`src/rtl/countdown_timer_pkg.sv`:
```
// Shared types and constants for the MM:SS countdown timer.
// Optional auto-reload mode is selected with COUNTDOWN_AUTORELOAD_EN.
package countdown_timer_pkg;

  localparam int unsigned BCD_W       = 8;
  localparam int unsigned ALARM_CNT_W = 4;

  typedef logic [BCD_W-1:0] bcd_t;

  typedef enum logic [1:0] {
    ST_IDLE  = 2'd0,
    ST_RUN   = 2'd1,
    ST_PAUSE = 2'd2,
    ST_DONE  = 2'd3
  } state_e;

  localparam bcd_t SEC_MAX = 8'h59;
  localparam bcd_t MIN_MAX = 8'h99;

  // A preset is usable only if every nibble is a decimal digit and seconds stay below 60.
  function automatic logic bcd_mmss_valid(input bcd_t mm, input bcd_t ss);
    return (mm[7:4] <= MIN_MAX[7:4]) && (mm[3:0] <= MIN_MAX[3:0]) &&
           (ss[7:4] <= SEC_MAX[7:4]) && (ss[3:0] <= MIN_MAX[3:0]);
  endfunction

  // Two-digit BCD decrement; caller guarantees the byte is nonzero.
  function automatic bcd_t bcd_dec_byte(input bcd_t b);
    if (b[3:0] == 4'd0) return {b[7:4] - 4'd1, 4'd9};
    else                return {b[7:4], b[3:0] - 4'd1};
  endfunction

endpackage

```
`src/rtl/countdown_timer_if.sv`:
```
// Control, preset and status signals between the countdown timer and its environment.
interface countdown_timer_if;
  import countdown_timer_pkg::*;

  logic tick;
  logic tick_en;
  logic load;
  bcd_t preset_min;
  bcd_t preset_sec;
  logic start;
  logic pause;
  bcd_t min_bcd;
  bcd_t sec_bcd;
  logic running;
  logic done;
  logic alarm;
  logic load_err;

  modport master (
    output tick, load, preset_min, preset_sec, start, pause,
    input  tick_en, min_bcd, sec_bcd, running, done, alarm, load_err
  );

  modport slave (
    input  tick, load, preset_min, preset_sec, start, pause,
    output tick_en, min_bcd, sec_bcd, running, done, alarm, load_err
  );
endinterface

```
`src/rtl/countdown_timer_bcd_dec_mmss.sv`:
```
// Combinational MM:SS BCD decrement by one second, saturating at 00:00.
module bcd_dec_mmss
  import countdown_timer_pkg::*;
(
  input  bcd_t min_bcd,
  input  bcd_t sec_bcd,
  output bcd_t min_dec,
  output bcd_t sec_dec,
  output logic zero
);

  always_comb begin
    min_dec = min_bcd;
    sec_dec = sec_bcd;
    if (sec_bcd == '0) begin
      // Borrow a minute; 00:00 stays put so the count never underflows.
      if (min_bcd != '0) begin
        sec_dec = SEC_MAX;
        min_dec = bcd_dec_byte(min_bcd);
      end
    end else begin
      sec_dec = bcd_dec_byte(sec_bcd);
    end
    zero = (min_dec == '0) && (sec_dec == '0);
  end

endmodule

```
`src/rtl/countdown_timer.sv`:
```
// MM:SS countdown timer with load/start/pause control and a post-expiry alarm.
// Define COUNTDOWN_AUTORELOAD_EN to reload the stored preset on expiry instead of stopping.
module countdown_timer
  import countdown_timer_pkg::*;
#(
  parameter int unsigned ALARM_LEN = 4
) (
  input logic              clk,
  input logic              resetN,
  countdown_timer_if.slave bus
);

  localparam logic [ALARM_CNT_W-1:0] ALARM_LEN_C = ALARM_CNT_W'(ALARM_LEN);
  localparam logic [ALARM_CNT_W-1:0] ALARM_ONE   = ALARM_CNT_W'(1);

  state_e                 state, state_nxt;
  bcd_t                   cnt_min, cnt_min_nxt;
  bcd_t                   cnt_sec, cnt_sec_nxt;
  logic [ALARM_CNT_W-1:0] alarm_cnt, alarm_cnt_nxt;
  logic                   done, done_nxt;
  logic                   alarm, alarm_nxt;
  logic                   load_err, load_err_nxt;
  logic                   running, running_nxt;
  logic                   tick_en, tick_en_nxt;
`ifdef COUNTDOWN_AUTORELOAD_EN
  bcd_t                   store_min, store_min_nxt;
  bcd_t                   store_sec, store_sec_nxt;
`endif

  bcd_t dec_min;
  bcd_t dec_sec;
  logic dec_zero;
  logic cnt_zero;

  bcd_dec_mmss u_dec (
    .min_bcd (cnt_min),
    .sec_bcd (cnt_sec),
    .min_dec (dec_min),
    .sec_dec (dec_sec),
    .zero    (dec_zero)
  );

  assign cnt_zero = (cnt_min == '0) && (cnt_sec == '0);

  // Next-state and next-output logic; load outranks pause, which outranks start.
  always_comb begin
    state_nxt     = state;
    cnt_min_nxt   = cnt_min;
    cnt_sec_nxt   = cnt_sec;
    alarm_cnt_nxt = alarm_cnt;
    done_nxt      = done;
    alarm_nxt     = alarm;
    load_err_nxt  = 1'b0;
`ifdef COUNTDOWN_AUTORELOAD_EN
    store_min_nxt = store_min;
    store_sec_nxt = store_sec;
`endif

    if (bus.load) begin
      // A malformed preset consumes the cycle without disturbing anything else.
      if (bcd_mmss_valid(bus.preset_min, bus.preset_sec)) begin
        cnt_min_nxt   = bus.preset_min;
        cnt_sec_nxt   = bus.preset_sec;
`ifdef COUNTDOWN_AUTORELOAD_EN
        store_min_nxt = bus.preset_min;
        store_sec_nxt = bus.preset_sec;
`endif
        state_nxt     = ST_IDLE;
        done_nxt      = 1'b0;
        alarm_nxt     = 1'b0;
        alarm_cnt_nxt = '0;
      end else begin
        load_err_nxt  = 1'b1;
      end
    end else begin
      case (state)
        ST_RUN: begin
          if (bus.tick) begin
            cnt_min_nxt = dec_min;
            cnt_sec_nxt = dec_sec;
`ifdef COUNTDOWN_AUTORELOAD_EN
            if (alarm_cnt != '0) begin
              alarm_cnt_nxt = alarm_cnt - ALARM_ONE;
              alarm_nxt     = (alarm_cnt != ALARM_ONE);
            end
            if (dec_zero) begin
              cnt_min_nxt   = store_min;
              cnt_sec_nxt   = store_sec;
              alarm_nxt     = 1'b1;
              alarm_cnt_nxt = ALARM_LEN_C;
            end
`else
            if (dec_zero) begin
              state_nxt     = ST_DONE;
              done_nxt      = 1'b1;
              alarm_nxt     = 1'b1;
              alarm_cnt_nxt = ALARM_LEN_C;
            end
`endif
          end
          // The tick above still lands; expiry into DONE takes precedence over pause.
          if (bus.pause && (state_nxt == ST_RUN)) state_nxt = ST_PAUSE;
        end
        ST_IDLE, ST_PAUSE: begin
          if (bus.start && !cnt_zero) state_nxt = ST_RUN;
        end
        ST_DONE: begin
          if (bus.tick && (alarm_cnt != '0)) begin
            alarm_cnt_nxt = alarm_cnt - ALARM_ONE;
            alarm_nxt     = (alarm_cnt != ALARM_ONE);
          end
        end
      endcase
    end

    running_nxt = (state_nxt == ST_RUN);
    tick_en_nxt = running_nxt || ((state_nxt == ST_DONE) && alarm_nxt);
  end

  always_ff @(posedge clk or negedge resetN) begin
    if (!resetN) begin
      state     <= ST_IDLE;
      cnt_min   <= '0;
      cnt_sec   <= '0;
      alarm_cnt <= '0;
      done      <= 1'b0;
      alarm     <= 1'b0;
      load_err  <= 1'b0;
      running   <= 1'b0;
      tick_en   <= 1'b0;
`ifdef COUNTDOWN_AUTORELOAD_EN
      store_min <= '0;
      store_sec <= '0;
`endif
    end else begin
      state     <= state_nxt;
      cnt_min   <= cnt_min_nxt;
      cnt_sec   <= cnt_sec_nxt;
      alarm_cnt <= alarm_cnt_nxt;
      done      <= done_nxt;
      alarm     <= alarm_nxt;
      load_err  <= load_err_nxt;
      running   <= running_nxt;
      tick_en   <= tick_en_nxt;
`ifdef COUNTDOWN_AUTORELOAD_EN
      store_min <= store_min_nxt;
      store_sec <= store_sec_nxt;
`endif
    end
  end

  assign bus.min_bcd  = cnt_min;
  assign bus.sec_bcd  = cnt_sec;
  assign bus.running  = running;
  assign bus.done     = done;
  assign bus.alarm    = alarm;
  assign bus.load_err = load_err;
  assign bus.tick_en  = tick_en;

endmodule

```
`src/flat_wrapper.sv`:
```
// flat-port wrapper written by rule: the top's interface ports become plain ports
module countdown_timer_flat import countdown_timer_pkg::*;
#(
  parameter int unsigned ALARM_LEN = 4
)
  (clk, resetN, bus_tick, bus_load, bus_preset_min, bus_preset_sec, bus_start, bus_pause, bus_tick_en, bus_min_bcd, bus_sec_bcd, bus_running, bus_done, bus_alarm, bus_load_err);
  countdown_timer_if bus_i ();
  input logic clk;
  input logic resetN;
  input wire logic [$bits(bus_i.tick)-1:0] bus_tick;
  input wire logic [$bits(bus_i.load)-1:0] bus_load;
  input wire logic [$bits(bus_i.preset_min)-1:0] bus_preset_min;
  input wire logic [$bits(bus_i.preset_sec)-1:0] bus_preset_sec;
  input wire logic [$bits(bus_i.start)-1:0] bus_start;
  input wire logic [$bits(bus_i.pause)-1:0] bus_pause;
  output wire logic [$bits(bus_i.tick_en)-1:0] bus_tick_en;
  output wire logic [$bits(bus_i.min_bcd)-1:0] bus_min_bcd;
  output wire logic [$bits(bus_i.sec_bcd)-1:0] bus_sec_bcd;
  output wire logic [$bits(bus_i.running)-1:0] bus_running;
  output wire logic [$bits(bus_i.done)-1:0] bus_done;
  output wire logic [$bits(bus_i.alarm)-1:0] bus_alarm;
  output wire logic [$bits(bus_i.load_err)-1:0] bus_load_err;
  assign bus_i.tick = bus_tick;
  assign bus_i.load = bus_load;
  assign bus_i.preset_min = bus_preset_min;
  assign bus_i.preset_sec = bus_preset_sec;
  assign bus_i.start = bus_start;
  assign bus_i.pause = bus_pause;
  assign bus_tick_en = bus_i.tick_en;
  assign bus_min_bcd = bus_i.min_bcd;
  assign bus_sec_bcd = bus_i.sec_bcd;
  assign bus_running = bus_i.running;
  assign bus_done = bus_i.done;
  assign bus_alarm = bus_i.alarm;
  assign bus_load_err = bus_i.load_err;
  countdown_timer #(.ALARM_LEN(ALARM_LEN)) u_core (.clk(clk), .resetN(resetN), .bus(bus_i));
endmodule
```
`config.mk`:
```
export PLATFORM = sky130hd
export DESIGN_NAME = countdown_timer_flat
export DESIGN_NICKNAME = d
export VERILOG_FILES = /design/src/rtl/countdown_timer_pkg.sv /design/src/rtl/countdown_timer_if.sv /design/src/rtl/countdown_timer_bcd_dec_mmss.sv /design/src/rtl/countdown_timer.sv /design/src/flat_wrapper.sv
export SDC_FILE = /design/constraint.sdc
export NUM_CORES = 1
export LEC_CHECK = 0
export BUFFER_PORTS_ARGS = -buffer_cell sky130_fd_sc_hd__buf_2
export CAP_MARGIN = 20
export CORE_ASPECT_RATIO = 1.4
export CORE_MARGIN = 10
export CORE_UTILIZATION = 50
export DETAILED_ROUTE_END_ITERATION = 7
export GPL_TIMING_DRIVEN = 0
export PLACE_DENSITY = 0.75
export SLEW_MARGIN = 20
export SYNTH_ARGS = -nofsm -noshare
export SYNTH_HDL_FRONTEND = slang
export SYNTH_HIERARCHICAL = 1
export SYNTH_SLANG_ARGS = --single-unit
```
`constraint.sdc`:
```
create_clock -name clk -period 3.9 [get_ports clk]
set_input_delay 0 -clock clk [delete_from_list [all_inputs] [get_ports clk]]
set_output_delay 0 -clock clk [all_outputs]
set_load 0.05 [all_outputs]
```
* After elaboration in Yosys (flattened, before gate mapping)
Cells that the tools add are included.
Storage, ports and cells: register bits after elaboration 27, output and inout bits 21, logic and storage cells 99
Cells by class: add/sub/neg operators 5, order comparisons 4, equality and inequality tests 11, multiplexer cells 42, reduce and logical (&&, ||, !) cells 28
Operator list (count):
- two-way mux 8 bit | 14
- logical NOT 8 bit | 4
- two-way mux 4 bit | 5
- subtractor 4 x 1 -> 4 bit (second input constant) | 5
- two-way mux 2 bit | 8
- less-or-equal comparator 4 bit (second input constant) | 3
- two-way mux 1 bit | 12
- logical AND 1 bit | 9
- logical NOT 4 bit | 2
- case mux 4 bit (2 select lines) | 1
- nonzero test 8 bit | 1
- equality test 2 x 1 -> 1 bit (second input constant) | 3
- equality test 2 bit (second input constant) | 3
- inequality test 3 x 2 -> 1 bit (second input constant) | 2
- nonzero test 2 bit | 3
- AND reduction 5 bit | 1
- less-or-equal comparator 4 x 3 -> 1 bit (second input constant) | 1
- inequality test 4 x 1 -> 1 bit (second input constant) | 1
- case mux 2 bit (2 select lines) | 1
- AND reduction 4 bit | 1
- nonzero test 4 bit | 1
- inequality test 3 bit (second input constant) | 1
- AND reduction 3 bit | 1
- nonzero test 3 bit | 1
- 6 further kinds | 6

* Logic depth before layout (Yosys ltp)
Gate-level depths: netlist (run 1).
depth in word-level cells 18, gate-level depth with buffers 12

* Hierarchy
Netlist (run 1), hierarchy kept.
Modules (own cells, without submodules):
- countdown_timer | instances 1, cells each 141, area each 1390.1 µm², seq. area each 675.6 µm²
- bcd_dec_mmss | instances 1, cells each 81, area each 515.5 µm², seq. area each 0.0 µm²

* Worst setup path after synthesis (run 1)
No wires, ideal clock.
path type register -> register, from register u_core.cnt_sec[4] (netlist: u_core/bus.sec_bcd[4]), to register u_core.alarm_cnt[2], arrival 2.896 ns, required time 3.779 ns, slack 0.883 ns, stages on the path, launching flop included 13, path buffers 0, clock period less this slack 3.017 ns, cell sequence dfrtp_1 -> inv_1 -> ha_1 -> nor3b_1 -> and3_1 -> a31oi_1 -> or3_1 -> a311oi_1 -> nand4b_1 -> o21ai_0 -> nand4_1 -> o22ai_1 -> nor2_1
On the way: cells in the longest elaborated chain, start to end 7, elaborated cells between the ends (all ways) 11
Ends and longest elaborated chain:
- start: declaration | RTL line countdown_timer.sv:18 | bcd_t cnt_sec, cnt_sec_nxt;
- start signal: assignment | RTL line countdown_timer.sv:138 | cnt_sec <= cnt_sec_nxt;
- subtractor 4 x 1 -> 4 bit | RTL line countdown_timer_pkg.sv:28 | if (b[3:0] == 4'd0) return {b[7:4] - 4'd1, 4'd9};
- two-way mux 8 bit | RTL line countdown_timer_pkg.sv:28
- two-way mux 8 bit | RTL line countdown_timer_bcd_dec_mmss.sv:15 | if (sec_bcd == '0) begin
- logical NOT 8 bit | RTL line countdown_timer_bcd_dec_mmss.sv:24 | zero = (min_dec == '0) && (sec_dec == '0);
- logical AND 1 bit * | RTL line countdown_timer_bcd_dec_mmss.sv:24
- via u_core.dec_zero | RTL line countdown_timer.sv:32 | logic dec_zero;
- inequality test 3 x 2 -> 1 bit (no line) *
- AND reduction 5 bit (no line) *
- end signal: assignment | RTL line countdown_timer.sv:139 | alarm_cnt <= alarm_cnt_nxt;
- end: declaration | RTL line countdown_timer.sv:19 | logic [ALARM_CNT_W-1:0] alarm_cnt, alarm_cnt_nxt;
The timed path passes the listed nets; every way through them passes the cells marked *. A chain may end at the register's enable or synchronous reset.

* Worst setup path after layout (run 1)
from register u_core.cnt_min[4] (netlist: u_core/bus.min_bcd[4]), to register u_core.alarm_cnt[3]
On the way: cells in the longest elaborated chain, start to end 8, elaborated cells between the ends (all ways) 12
Ends and longest elaborated chain:
- start: declaration | RTL line countdown_timer.sv:17 | bcd_t cnt_min, cnt_min_nxt;
- start signal: assignment | RTL line countdown_timer.sv:137 | cnt_min <= cnt_min_nxt;
- subtractor 4 x 1 -> 4 bit | RTL line countdown_timer_pkg.sv:28
- two-way mux 8 bit | RTL line countdown_timer_pkg.sv:28
- two-way mux 8 bit | RTL line countdown_timer_bcd_dec_mmss.sv:17 | if (min_bcd != '0) begin
- two-way mux 8 bit | RTL line countdown_timer_bcd_dec_mmss.sv:15
- logical NOT 8 bit | RTL line countdown_timer_bcd_dec_mmss.sv:24
- logical AND 1 bit * | RTL line countdown_timer_bcd_dec_mmss.sv:24
- via u_core.dec_zero | RTL line countdown_timer.sv:32
- inequality test 3 x 2 -> 1 bit (no line) *
- AND reduction 5 bit (no line) *
Marked as above.

==> results of run 1 <==
final timing paths:
| path | start | to | slack, ns | cells past startpoint |
|---|---|---|---|---|
| setup reg to reg | u_core/bus.min_bcd[4] | u_core/alarm_cnt[3] | 0.52 | 12 |
| setup / recovery | u_core/bus.min_bcd[4] | u_core/alarm_cnt[3] | 0.52 | 12 |
| max in group asynchronous | resetN | u_core/bus.tick_en | 3.23 | 2 |
| min in group asynchronous | resetN | u_core/bus.sec_bcd[5] | 0.27 | 2 |
| hold / removal | bus_preset_sec[0] | u_core/bus.sec_bcd[0] | 0.02 | 3 |
| hold reg to reg | u_core/alarm_cnt[1] | u_core/alarm_cnt[1] | 0.52 | 2 |
synthesized netlist by cell type (2+ instances only):
master	instances
sky130_fd_sc_hd__nand2_1	40
sky130_fd_sc_hd__o21ai_0	33
sky130_fd_sc_hd__dfrtp_1	27
sky130_fd_sc_hd__mux2i_1	16
sky130_fd_sc_hd__nor2_1	14
sky130_fd_sc_hd__inv_1	9
sky130_fd_sc_hd__a21oi_1	7
sky130_fd_sc_hd__ha_1	6
sky130_fd_sc_hd__or4_1	5
sky130_fd_sc_hd__clkbuf_1	4
sky130_fd_sc_hd__nand3_1	4
sky130_fd_sc_hd__nand4_1	4
sky130_fd_sc_hd__o31ai_1	4
sky130_fd_sc_hd__nand4b_1	3
sky130_fd_sc_hd__nor3b_1	3
sky130_fd_sc_hd__nor4_1	3
sky130_fd_sc_hd__or3_1	3
sky130_fd_sc_hd__a31oi_1	2
sky130_fd_sc_hd__mux2_2	2
sky130_fd_sc_hd__nor2b_1	2
sky130_fd_sc_hd__o21a_1	2
sky130_fd_sc_hd__or4_4	2
registers in the layout, summed over array words and instances, names as in the netlist:
signal	flops
u_core/bus.min_bcd	8
u_core/bus.sec_bcd	8
u_core/alarm_cnt	4
u_core/state	2
u_core/bus.alarm	1
u_core/bus.done	1
u_core/bus.load_err	1
u_core/bus.running	1
u_core/bus.tick_en	1
cells in the final DEF (no fill, tap or decap), types with 4 or more instances in the layout:
master,n
sky130_fd_sc_hd__nor2_1,14
sky130_fd_sc_hd__nand3_1,4
sky130_fd_sc_hd__ha_1,6
sky130_fd_sc_hd__dfrtp_1,27
sky130_fd_sc_hd__a21oi_1,7
sky130_fd_sc_hd__clkbuf_1,5
sky130_fd_sc_hd__inv_1,9
sky130_fd_sc_hd__buf_2,42
sky130_fd_sc_hd__or4_1,5
sky130_fd_sc_hd__o21ai_0,33
sky130_fd_sc_hd__nand2_1,40
sky130_fd_sc_hd__nand4_1,4
sky130_fd_sc_hd__o31ai_1,4
sky130_fd_sc_hd__mux2i_1,16
worst min-delay path: stages:
cell and delay [ns]:
sky130_fd_sc_hd__buf_2 0.07, sky130_fd_sc_hd__mux2i_1 0.05, sky130_fd_sc_hd__o21ai_0 0.13
routing by layer:
layer	global-route usage (%)	vias up	wire, um
li1	-	912	-
met1	18.2	897	2090
met2	28.3	54	2770
met3	3.49	8	313
met4	4.21	0	80
met5	0	-	0
power groups by stage:
stage | clock [mW] | combinational [mW] | sequential, mW
after floorplan | 0 | 0.483 | 0.833
after global placement | 0 | 0.997 | 0.562
after detailed placement | 0 | 1.01 | 0.564
after CTS | 0.166 | 1.02 | 0.561
after global routing | 0.176 | 1.11 | 0.593
final | 0.159 | 1.02 | 0.563
per-stage QoR:
step / hold slack (ns) / std cells / utilization [%]
final: 0.0216 / 311 / 60.5
after global routing: 0.0408 / 311 / 60.5
after CTS: 0.0150 / 311 / 60.5
after detailed placement: 0.0553 / 306 / 59.0
after global placement: 0.0578 / 306 / 59.0
after floorplan: -0.296 / 222 / -
layout make-up:
class	instances	area, um^2
plain buffers	6	30.0
clock buffers	4	45.0
fillers	383	1450
inverters	10	37.5
multi-input cells	179	1160
flip-flops and latches	27	676
well taps	42	52.6
repair buffers	43	220
cell families (layout without fill, tap and decap cells):
group | Yosys count | count (layout)
adders and majority gates | 6 | 6
DFF | 27 | 27
xor gates and xnor gates | 2 | 2
buffers and inverters | 16 | 63
and+or+nand+nor | 92 | 92
AOI/OAI and AO/OA | 61 | 61
muxes | 18 | 18
==> results, run 1 <==
- The number of distinct library cells after synthesis is 49.
- The total wire length is 5250 um.
- After synthesis, the largest family of logic cells by area is simple AND/OR/NAND/NOR gates.
- The cell taking the most area after synthesis is sky130_fd_sc_hd__dfrtp_1.
- The via-per-instance ratio is 6.02.
- The buffers inserted during post-CTS setup optimization is 0.
- Setup repair after global routing left no endpoint under its margin.
- The data required time at the worst endpoint is 4.04 ns.
- The HPWL after detailed placement is 4020 um.
- The post-synthesis adder-cell area fraction is 3.94%.
- The share of the synthesized netlist area taken by xor and xnor gates is 0.919%.
- After clock tree synthesis, the clock-pin slew on the worst setup and hold paths is 0.09 ns.
- The TritonCTS sink count is 27.
- The power share of the combinational group is 58.5%.
- Port buffering added 42 buffers.
- Each instance of the synthesized netlist takes up on average 8.58 um^2.
- The type of the most critical hold path is input pin to register.
- For the final database, setup skew stands at 0.00433 ns.
- CTS built an H-tree with a depth of 1.
- The number of nets handed over by synthesis was 250.
- The die width is 72.2 um.
- TritonCTS built the clock tree.
- The number of gates resized after CTS is 0.
- The delay of the slowest cell on the worst path is 0.73 ns.
- The async set-or-reset flop fraction in the synthesized netlist is 100%.
- The minimum clock period after layout is 3.38 ns.
- In this run the static leakage power is 1.03 nW.
- The finished cells cover 0.00222 mm^2.
- Before CTS, the worst setup slack after placement is 0.658 ns.
- The internal power summed over all cells is 0.775 mW.
- The highest clock rate is 296 MHz.
- After the last flow step, the layout net total stands at 298.
- The fraction of power spent switching nets is 55.5%.
- The standard cell with the maximum stage delay on the critical path is sky130_fd_sc_hd__nor3b_1.
- After synthesis, flip-flops and latches occupy 35.5% of the total area.
- The initial utilization of the core area, before any placement, comes to 51.8%.
- The DRC violation count after routing is 0.
- The element type at the critical path end is a register.
- The total I/O pin count is 43.
- The row count is 26.
- In this run the power spent charging and discharging nets is 0.965 mW.
- The repair_antennas step left the layout with diodes totalling 0.
- The kind of cell with the highest combined delay along the critical path is compound AO/OA/AOI/OAI gates.
- The setup violation total in the final timing report is 0.
- The clock network accounts for 9.1% of the total power.
- The standard cell area after detailed placement is 0.00217 mm^2.
- The buffer cell driving the clock tree root is sky130_fd_sc_hd__clkbuf_8.
- The total power consumption of the routed design is 1.74 mW.
- For this run, the total global-route usage over all layers was measured as 15.8%.
- The initial antenna violation count is 0.
- Once detail routing completed, the nets flagged for antenna violations numbered 0.
- The endpoint arrival time on the critical path is 3.52 ns.
- The total clock buffers created by CTS is 3.
- Sorting the synthesized cells by area gives the leading types as sky130_fd_sc_hd__dfrtp_1 (35%), sky130_fd_sc_hd__o21ai_0 (8.7%), sky130_fd_sc_hd__mux2i_1 (8.4%).
- Yosys printed 6 warnings.
- The cell area that synthesis handed to floorplanning was 0.00191 mm^2.
- In the final timing run, aggregate negative setup slack is 0 ns.
- The setup path with the least slack is of type register to register.
- The worst path setup slack after routing is 0.525 ns.
- The first global-routing pass estimated 8830 um of wire.
- At the pin with the least slew margin, the transition time is 0.871 ns.
- Of the post-synthesis cell area, the dominant cell type holds 35.5%.
- The deepest clock path buffer count is 2.
- The number of failing hold endpoints at the final stage is 0.
- From bottom edge to top edge, the die measures 93.0 um.
- The layout cell share with drive strength beyond 1 is 20.8%.
- The count of hold buffers inserted by post-cts repair is 1.
- The kind of start point of the critical path is a register.
- The total buffers and inverters traversed by the critical path is 1.
- After global routing the overflow that remains totals 0.
- The compound-cell area share of the yosys netlist is 20.6%.
- The simple-gate portion of the synthesized area is 26.0%.
- The total power divided by cell area is 782 mW/mm^2.
- The total die area is 0.00672 mm^2.
- The layout overhead on the synthesized area is 16.7%.
- The later pin in the worst-skew pair is clocked with a latency of 0.27 ns.
- In this run, the number of DRC markers left after iteration 0 of detailed routing was 165.
- In this run, synthesis inferred 0 flip-flops with an integrated enable.
- The post-synthesis cell count is 222.
- The maximum number of pins on one net before global-route repair is 28.
- The global placer's final weighted congestion is 0.887.
- The flip-flop cell with the highest count after synthesis is sky130_fd_sc_hd__dfrtp_1.
- Of the post-synthesis cell area, the part taken by muxes is 9.59%.
- The number of storage elements in the synthesis netlist is 27.
- After detailed routing, the average wire length per cell comes to 16.9 um.
- Of the total power, registers draw 32.4%.
- The first detailed-routing pass ran for 4 iterations.
- The number of maximum-capacitance violations is 0.
- The number of global-route vias before repair is 1832.
- The maximum vdd ir drop is 0.640 mV.
- The core region area is 0.00368 mm^2.
- The portion of the clock cycle consumed by the worst path in the final layout is 86.5%.
- The worst slew margin relative to its limit is 41.8%.
- The critical path goes through inv_1 > ha_1 > nor3b_1 > a41oi_1 > a21oi_1 > nand4_1 > a311oi_1 > nand4b_1 > o21ai_0 > o21bai_1 > nand2_1 > o211ai_1.
- The flow ran to the end, and the final reports show no timing, DRC or antenna violations.
- The biggest fanout along the worst timing path is 7.
- The vias after detailed routing is 1871.
- The number of slew-limit violations in the final report is 0.
(Power assumes the default switching activity.)
==> run 2, diff against run 1 <==
Settings changed: MAX_ROUTING_LAYER from default to met4.
==> run 2 against run 1 <==
  * Critical path depth unchanged
  * Utilization unchanged
  * Power decreased by 0.16%
  * Fmax increased by 0.19%
  * Routed wire length decreased by 0.15%
  * Via count decreased by 0.53%
  * Register-to-register slack about the same
  * Final area unchanged
  * Global-route usage increased by 0.46 points
  * Sequential power about the same
  * Clock power about the same
  * Critical path type unchanged
==> results, run 2 (synthesis gave the netlist of run 1 again) <==
- The path with the worst hold slack has its endpoint at u_core/bus.sec_bcd[0].
- The remaining antenna violation count is 0.
- The number of nets at the end of the flow is 298.
- The total power divided by cell area is 781 mW/mm^2.
- The portion of the clock cycle consumed by the worst path in the final layout is 86.4%.
- The start point of the worst min-delay path is bus_preset_sec[0].
- The type of the setup path with the least slack is register to register.
- The cell leakage power is 1.03 nW.
- The number of gates resized after CTS is 0.
- The floorplan step set the die width to 72.2 um.
- Cells with a size suffix above 1 make up 20.8% of the layout.
- For flop-to-flop paths, the worst setup slack is 0.53 ns.
- The total wire length is 5240 um.
- The worst setup path is captured at a register.
- Timing would allow up to 297 MHz.
- The reg-to-reg endpoint is u_core/alarm_cnt[3].
- The floorplan has 26 rows.
- The worst-case IR drop observed on VDD is 0.639 mV.
- CTS built an H-tree with a depth of 1.
- The number of failing hold endpoints at the final stage came to 0.
- The final routed wire length divided by cell count is 16.8 um.
- The TritonCTS sink count is 27.
- The vias after detailed routing is 1861.
- At the pin with the least slew margin, the transition time is 0.828 ns.
- The via-per-instance ratio is 5.98.
- In the routed design, unresolved DRC markers number 0.
- The floorplan step defined a die boundary enclosing 0.00672 mm^2.
- From bottom edge to top edge, the die measures 93.0 um.
- The clock passes through at most 2 buffers.
- The estimated wirelength of the detail-placed design is 4020 um.
- Across every metal layer, demand over resource in global routing totals 16.3%.
- Setup violations remaining at the end of the flow were counted as 0.
- The endpoint arrival time on the critical path is 3.51 ns.
- The number of global-route vias before repair came to 1833.
- The total clock buffers created by CTS is 3.
- The repair_antennas step left the layout with diodes totalling 0.
- The maximum clock skew at final layout is 0.00631 ns.
- The first-pass GRT wire length is 8830 um.
- The total overflow left after global routing is 0.
- The region available for standard cell placement spans 0.00368 mm^2.
- The biggest fanout along the worst timing path is 8.
- Clock latency on the worst-skew pair, taken at its later pin, is 0.27 ns.
- At the worst endpoint, the required time is 4.04 ns.
- The layout overhead on the synthesized area is 16.7%.
- The number of DRC markers after the initial detailed-route iteration is 161.
- Leaving out fill and tap cells, the most frequent cells in the layout are sky130_fd_sc_hd__buf_2 (42), sky130_fd_sc_hd__nand2_1 (40), sky130_fd_sc_hd__o21ai_0 (33).
- Setup repair after global routing left no endpoint under its margin.
- The path class of the tightest hold or removal check is input pin to register.
- The number of cells traversed by the worst register-to-register path is 12.
- The initial standard-cell utilization of the core is 51.8%.
- The beginning of the worst register-to-register path is u_core/bus.sec_bcd[4].
- After detailed placement, the total cell area comes to 0.00217 mm^2.
- The most frequent standard cell in the layout excluding fill and tap cells is sky130_fd_sc_hd__buf_2.
- The minimum clock period after layout is 3.37 ns.
- The initial antenna violation count is 0.
- The final setup TNS is 0 ns.
- TritonCTS built the clock tree.
- The kind of start point of the critical path is a register.
- The total of buffers placed on input and output ports is 42.
- Max-cap violations in this run came to 0.
- Pin placement for this block handled 43 I/O pins.
- The tree is rooted in a sky130_fd_sc_hd__clkbuf_8.
- Summing all non-filler instances in the final layout gives an area of 0.00222 mm^2.
- After clock tree synthesis, the clock-pin slew on the worst setup and hold paths is 0.10 ns.
- In this run the tightest slew margin relative to its limit is 44.7%.
- The global placer's final weighted congestion is 0.902.
- The first-pass iteration count of the detailed router is 4.
- The maximum number of pins on one net before global-route repair is 28.
- Along the worst hold path, the cell count comes to 3.
- The run finished with clean final reports.
- The number of slew-limit violations in the final report came to 0.
run 2: worst max-delay path: stages, from the launching register on:
cell and delay (ns):
sky130_fd_sc_hd__dfrtp_1 0.47, sky130_fd_sc_hd__inv_1 0.11, sky130_fd_sc_hd__ha_1 0.16, sky130_fd_sc_hd__nor3b_1 0.45, sky130_fd_sc_hd__and3_1 0.36, sky130_fd_sc_hd__a31oi_1 0.11
sky130_fd_sc_hd__or3_1 0.32, sky130_fd_sc_hd__a311oi_1 0.40, sky130_fd_sc_hd__nand4b_1 0.21, sky130_fd_sc_hd__o21ai_0 0.23, sky130_fd_sc_hd__o21bai_1 0.23, sky130_fd_sc_hd__nand2_1 0.11
sky130_fd_sc_hd__o211ai_1 0.08
run 2: how the worst max path moves through the flow:
| stage | startpoint | endpoint | slack [ns] |
|---|---|---|---|
| CTS | u_core/bus.min_bcd[4] | u_core/alarm_cnt[3] | 0.61 |
| floorplan | u_core/bus.sec_bcd[4] | u_core/alarm_cnt[2] | 0.88 |
| detailed placement | u_core/bus.min_bcd[4] | u_core/alarm_cnt[3] | 0.66 |
| finish | u_core/bus.sec_bcd[4] | u_core/alarm_cnt[3] | 0.53 |
| global placement | u_core/bus.sec_bcd[4] | u_core/alarm_cnt[3] | 0.72 |
| global route | u_core/bus.sec_bcd[4] | u_core/alarm_cnt[3] | 0.27 |
run 2: timing repair:
item / CTS / global route
hold buffers: 1 / 0
endpoints found under the hold margin: 27 / 0
setup buffers: 0 / 0
run 2: metal layers:
| layer | GRT usage, % | vias up | routed length, um |
|---|---|---|---|
| met5 | - | - | 0 |
| met4 | 4.21 | 0 | 59 |
| met3 | 2.75 | 4 | 272 |
| met2 | 28.3 | 53 | 2770 |
| met1 | 18.7 | 897 | 2140 |
| li1 | - | 907 | - |
run 2: layout make-up:
| class | instances | area [um^2] |
|---|---|---|
| Buffer | 6 | 30.0 |
| Clock buffer | 4 | 45.0 |
| Fill cell | 383 | 1450 |
| Inverter | 10 | 37.5 |
| Multi-Input combinational cell | 179 | 1160 |
| Sequential cell | 27 | 676 |
| Tap cell | 42 | 52.6 |
| Timing Repair Buffer | 43 | 220 |
run 2: report_power, final:
part           total, mW  internal, mW  switching (mW)
Combinational       1.02         0.331           0.684
Sequential         0.562         0.371           0.191
Clock              0.160        0.0731          0.0866
Total               1.74         0.775           0.962
run 2: metrics by stage:
step	instances	total power, mW	worst slack [ns]	hold WS [ns]	utilization [%]
final	311	1.74	0.531	0.0194	60.5
after global routing	311	1.88	0.268	0.0408	60.5
after CTS	311	1.74	0.611	0.0150	60.5
after detailed placement	306	1.58	0.658	0.0553	59.0
after global placement	306	1.56	0.715	0.0578	59.0
after floorplan	222	1.32	0.883	-0.296	-
==> run 3, diff against run 2 <==
Settings changed: SYNTH_HIERARCHICAL 1 to default.
Clock period 3.9 ns to 3.7 ns, I/O delays scaled along.
==> run 3 against run 2 <==
  * Worst setup slack got worse by 0.026 ns
  * Power grew 0.75%
  * Via count increased by 2.8%
  * Flip-flop and latch count unchanged
  * Largest power group unchanged
  * Synthesized cell count grew 5.4%
  * Critical path depth is 2 lower
  * Routed wire length did not move
  * Final cell count is 4.2% higher
  * Final area is 1.1% lower
  * Critical endpoint is now u_core.alarm_cnt[3]
  * Fmax is 5.5% higher
  * Sequential power down 1%
  * Non-clock buffer count grew 8
==> results, run 3 <==
- Setup violations remaining at the end of the flow were counted as 0.
- The worst register-to-register path ends at u_core.alarm_cnt[3].
- The deepest clock path buffer count is 2.
- The global placer's final weighted congestion is 0.975.
- CTS built an H-tree with a depth of 1.
- The final instance area is 0.00220 mm^2.
- Relative to the synthesized area, the layout overhead comes to 17.6%.
- The DRC violation count after routing is 0.
- The standard cell area after detailed placement is 0.00213 mm^2.
- Counting every sink on the clock net gives 27.
- The total power divided by cell area is 796 mW/mm^2.
- The number of gates resized after CTS was 0.
- Setup repair after global routing left no endpoint under its margin.
- The cell leakage power is 1.00 nW.
- During placement, the flow inserted port buffers numbering 42.
- The post-synthesis cell count is 234.
- The average instance area after synthesis is 7.99 um^2.
- The number of different library cells used by synthesis comes to 45.
- The floorplan has 26 rows.
- After detailed routing, the average wire length per cell comes to 16.2 um.
- The post-layout instance count excluding filler cells is 324.
- From bottom edge to top edge, the die measures 92.3 um.
- For hold timing, the worst endpoint is u_core.bus.min_bcd[0].
- Traced cell by cell, the critical path runs through inv_1 > ha_1 > or3b_2 > or4_4 > mux2_4 > nor4_2 > and3_1 > buf_6 > a211oi_1 > mux2_2.
- The later pin in the worst-skew pair is clocked with a latency of 0.28 ns.
- In the finished design, the share of the clock period the worst path needs comes to 86.3%.
- Summing the sequential cell areas from Yosys gives 36.1% of the chip area.
- For this run, the post-layout net count is 311.
- Across the VDD grid, the largest voltage drop is 0.543 mV.
- The minimum clock period after layout is 3.19 ns.
- The worst slew margin relative to its limit is 47.6%.
- The via-per-instance ratio is 5.90.
- Synthesis inferred 27 register bits.
- The beginning of the worst register-to-register path is u_core.bus.sec_bcd[4].
- The run finished with clean final reports.
- At the pin with the least slew margin, the transition time is 0.785 ns.
- After floorplanning, the core was sized to cover 0.00364 mm^2.
- After detailed placement, the design holds a cell count of 318.
- The worst hold path begins at bus_preset_min[0].
- Of all flip-flops after synthesis, the portion carrying an async set or reset was 100%.
- The total clock buffers created by CTS is 3.
- The highest clock rate is 313 MHz.
- The share of Yosys cell area claimed by the top area cell type is 36.1%.
- The final setup TNS is 0 ns.
- The post-synthesis net count is 262.
- The kind of start point of the critical path is a register.
- The biggest fanout along the worst timing path is 7.
- The maximum number of pins on one net before global-route repair is 28.
- After clock tree synthesis, the flow added hold-fix buffers numbering 2.
- The total die area is 0.00662 mm^2.
- The first-pass iteration count of the detailed router is 4.
- Once the floorplan was initialized, standard cells occupied 51.3% of the core.
- The worst register-to-register path has a setup slack of 0.51 ns.
- The number of DRC markers after the initial detailed-route iteration is 151.
- In this run the cell area of the synthesized design comes to 0.00187 mm^2.
- The standard cell with the maximum stage delay on the critical path is sky130_fd_sc_hd__or3b_2.
- Data on the critical path is required at its endpoint by 3.87 ns.
- The count of yosys warnings during synthesis is 0.
- The buffers inserted during post-CTS setup optimization is 0.
- The number of cells traversed by the worst register-to-register path is 10.
- The number of antenna diodes in the final layout is 0.
- The delay of the slowest cell on the worst path is 0.53 ns.
- The first-pass GRT wire length is 8770 um.
- The flip-flop cell with the highest count after synthesis is sky130_fd_sc_hd__dfrtp_1.
- In this run the count of I/O pins placed on the die edge is 43.
- The endpoint arrival time on the critical path is 3.36 ns.
- Max-cap violations in this run came to 0.
- For the final database, setup skew stands at 0.00604 ns.
- The buffer cell driving the clock tree root is sky130_fd_sc_hd__clkbuf_8.
- The layout cell share with drive strength beyond 1 is 20.6%.
- The total global routing overflow is 0.
- The initial antenna violation count is 0.
- The commonest cells after synthesis are sky130_fd_sc_hd__o21ai_0 (36), sky130_fd_sc_hd__dfrtp_1 (27), sky130_fd_sc_hd__nor2_1 (26), sky130_fd_sc_hd__a21oi_1 (20), sky130_fd_sc_hd__nand2_1 (16).
- Yosys mapped a number of flops with a built-in enable equal to 0.
- In this run the remaining antenna-violating nets after routing total 0.
- The number of failing hold endpoints at the final stage is 0.
- In the layout the commonest cells are sky130_fd_sc_hd__buf_2 (43), sky130_fd_sc_hd__o21ai_0 (36), sky130_fd_sc_hd__dfrtp_1 (27).
- The vias after detailed routing is 1913.
- Clock-pin slew was measured on the worst setup and hold paths at 0.10 ns.
- The total wire length is 5240 um.
- Once detailed placement completed, the half-perimeter wirelength came to 4000 um.
- Along the worst hold path, the cell count comes to 3.
- Counting the fill cells in the layout gives 356.
- STA classifies the critical path endpoint as a register.
- The cell taking the most area after synthesis is sky130_fd_sc_hd__dfrtp_1.
- The number of slew-limit violations in the final report came to 0.
- The setup path with the least slack is of type register to register.
- The die width is 71.7 um.
- After synthesis, the cell types taking the most area are sky130_fd_sc_hd__dfrtp_1 (36%), sky130_fd_sc_hd__o21ai_0 (9.6%), sky130_fd_sc_hd__a21oi_1 (5.4%).
- The type of the most critical hold path is input pin to register.
- The CTS tree is built.
- Among all cell types in the netlist, the one instantiated most often is sky130_fd_sc_hd__o21ai_0.
- The most frequent standard cell in the layout excluding fill and tap cells is sky130_fd_sc_hd__buf_2.
- The number of global-route vias before repair is 1920.
- The combined global-route utilization of all metal layers is 16.4%.
-- run 3: cell count changes after synthesis, moves of 6 or more --
| cell | change |
|---|---|
| sky130_fd_sc_hd__nor2_1 | +12 |
| sky130_fd_sc_hd__nor3_1 | +6 |
| sky130_fd_sc_hd__nand2_1 | -24 |
| sky130_fd_sc_hd__a21oi_1 | +13 |
| sky130_fd_sc_hd__mux2i_1 | -12 |
-- run 3: cell type report --
cell class              count  area [um^2]  share of cell area [%]
plain buffers              13         65.1                    2.96
clock buffers               3         41.3                    1.88
clock inverters             1         5.00                   0.228
inverters                  14         52.6                    2.39
multi-input cells         180         1080                    48.9
flip-flops and latches     27          676                    30.7
well taps                  42         52.6                    2.39
repair buffers             44          230                    10.5
-- run 3: layer usage --
metal,global-route usage [%],wire (um)
met1,18.1,2120
met2,28.5,2770
met3,2.35,249
met4,6.63,108
met5,-,0
-- run 3: per-stage QoR --
step / util (%) / hold slack [ns] / power, mW / worst slack [ns]
final: 60.3 / 0.00477 / 1.75 / 0.505
after global routing: 60.3 / 0.0392 / 1.88 / 0.307
after CTS: 60.3 / 0.00896 / 1.75 / 0.547
after detailed placement: 58.5 / 0.0549 / 1.58 / 0.573
after global placement: 58.5 / 0.0476 / 1.56 / 0.574
after floorplan: - / -0.296 / 1.31 / 0.541
-- run 3: worst max-delay path by stage --
stage / start / end / slack, ns
floorplan: u_core.bus.sec_bcd[4] / u_core.alarm_cnt[3] / 0.54
global placement: u_core.bus.sec_bcd[4] / u_core.alarm_cnt[3] / 0.57
detailed placement: u_core.bus.sec_bcd[4] / u_core.alarm_cnt[3] / 0.57
CTS: u_core.bus.sec_bcd[4] / u_core.alarm_cnt[3] / 0.55
global route: u_core.bus.sec_bcd[4] / u_core.alarm_cnt[3] / 0.31
finish: u_core.bus.sec_bcd[4] / u_core.alarm_cnt[3] / 0.51
-- run 3: logic make-up (layout without fill, tap and decap cells) --
kind of cell               Yosys count  count (layout)  synth area share [%]
and+or+nand+nor                     86              86                  24.2
DFF                                 27              27                  36.1
muxes                                6               6                  3.55
buffers and inverters               27              75                  6.29
AOI/OAI and AO/OA                   82              82                  25.8
adders and majority gates            6               6                  4.02
-- run 3: worst max-delay path, delay by kind of cell, from the launching register on --
family	cells	cell delay [ns]
AND/OR/NAND/NOR	4	1.49
multiplexers	2	0.61
flip-flops	1	0.45
buffers and inverters	2	0.26
adder cells (fa/ha/maj)	1	0.21
AO/OA/AOI/OAI	1	0.06
-- run 3: power breakdown --
part	internal (mW)	switching, mW	total, mW
clock network	0.0757	0.0990	0.175
registers	0.403	0.153	0.556
logic	0.317	0.701	1.02
total	0.797	0.953	1.75
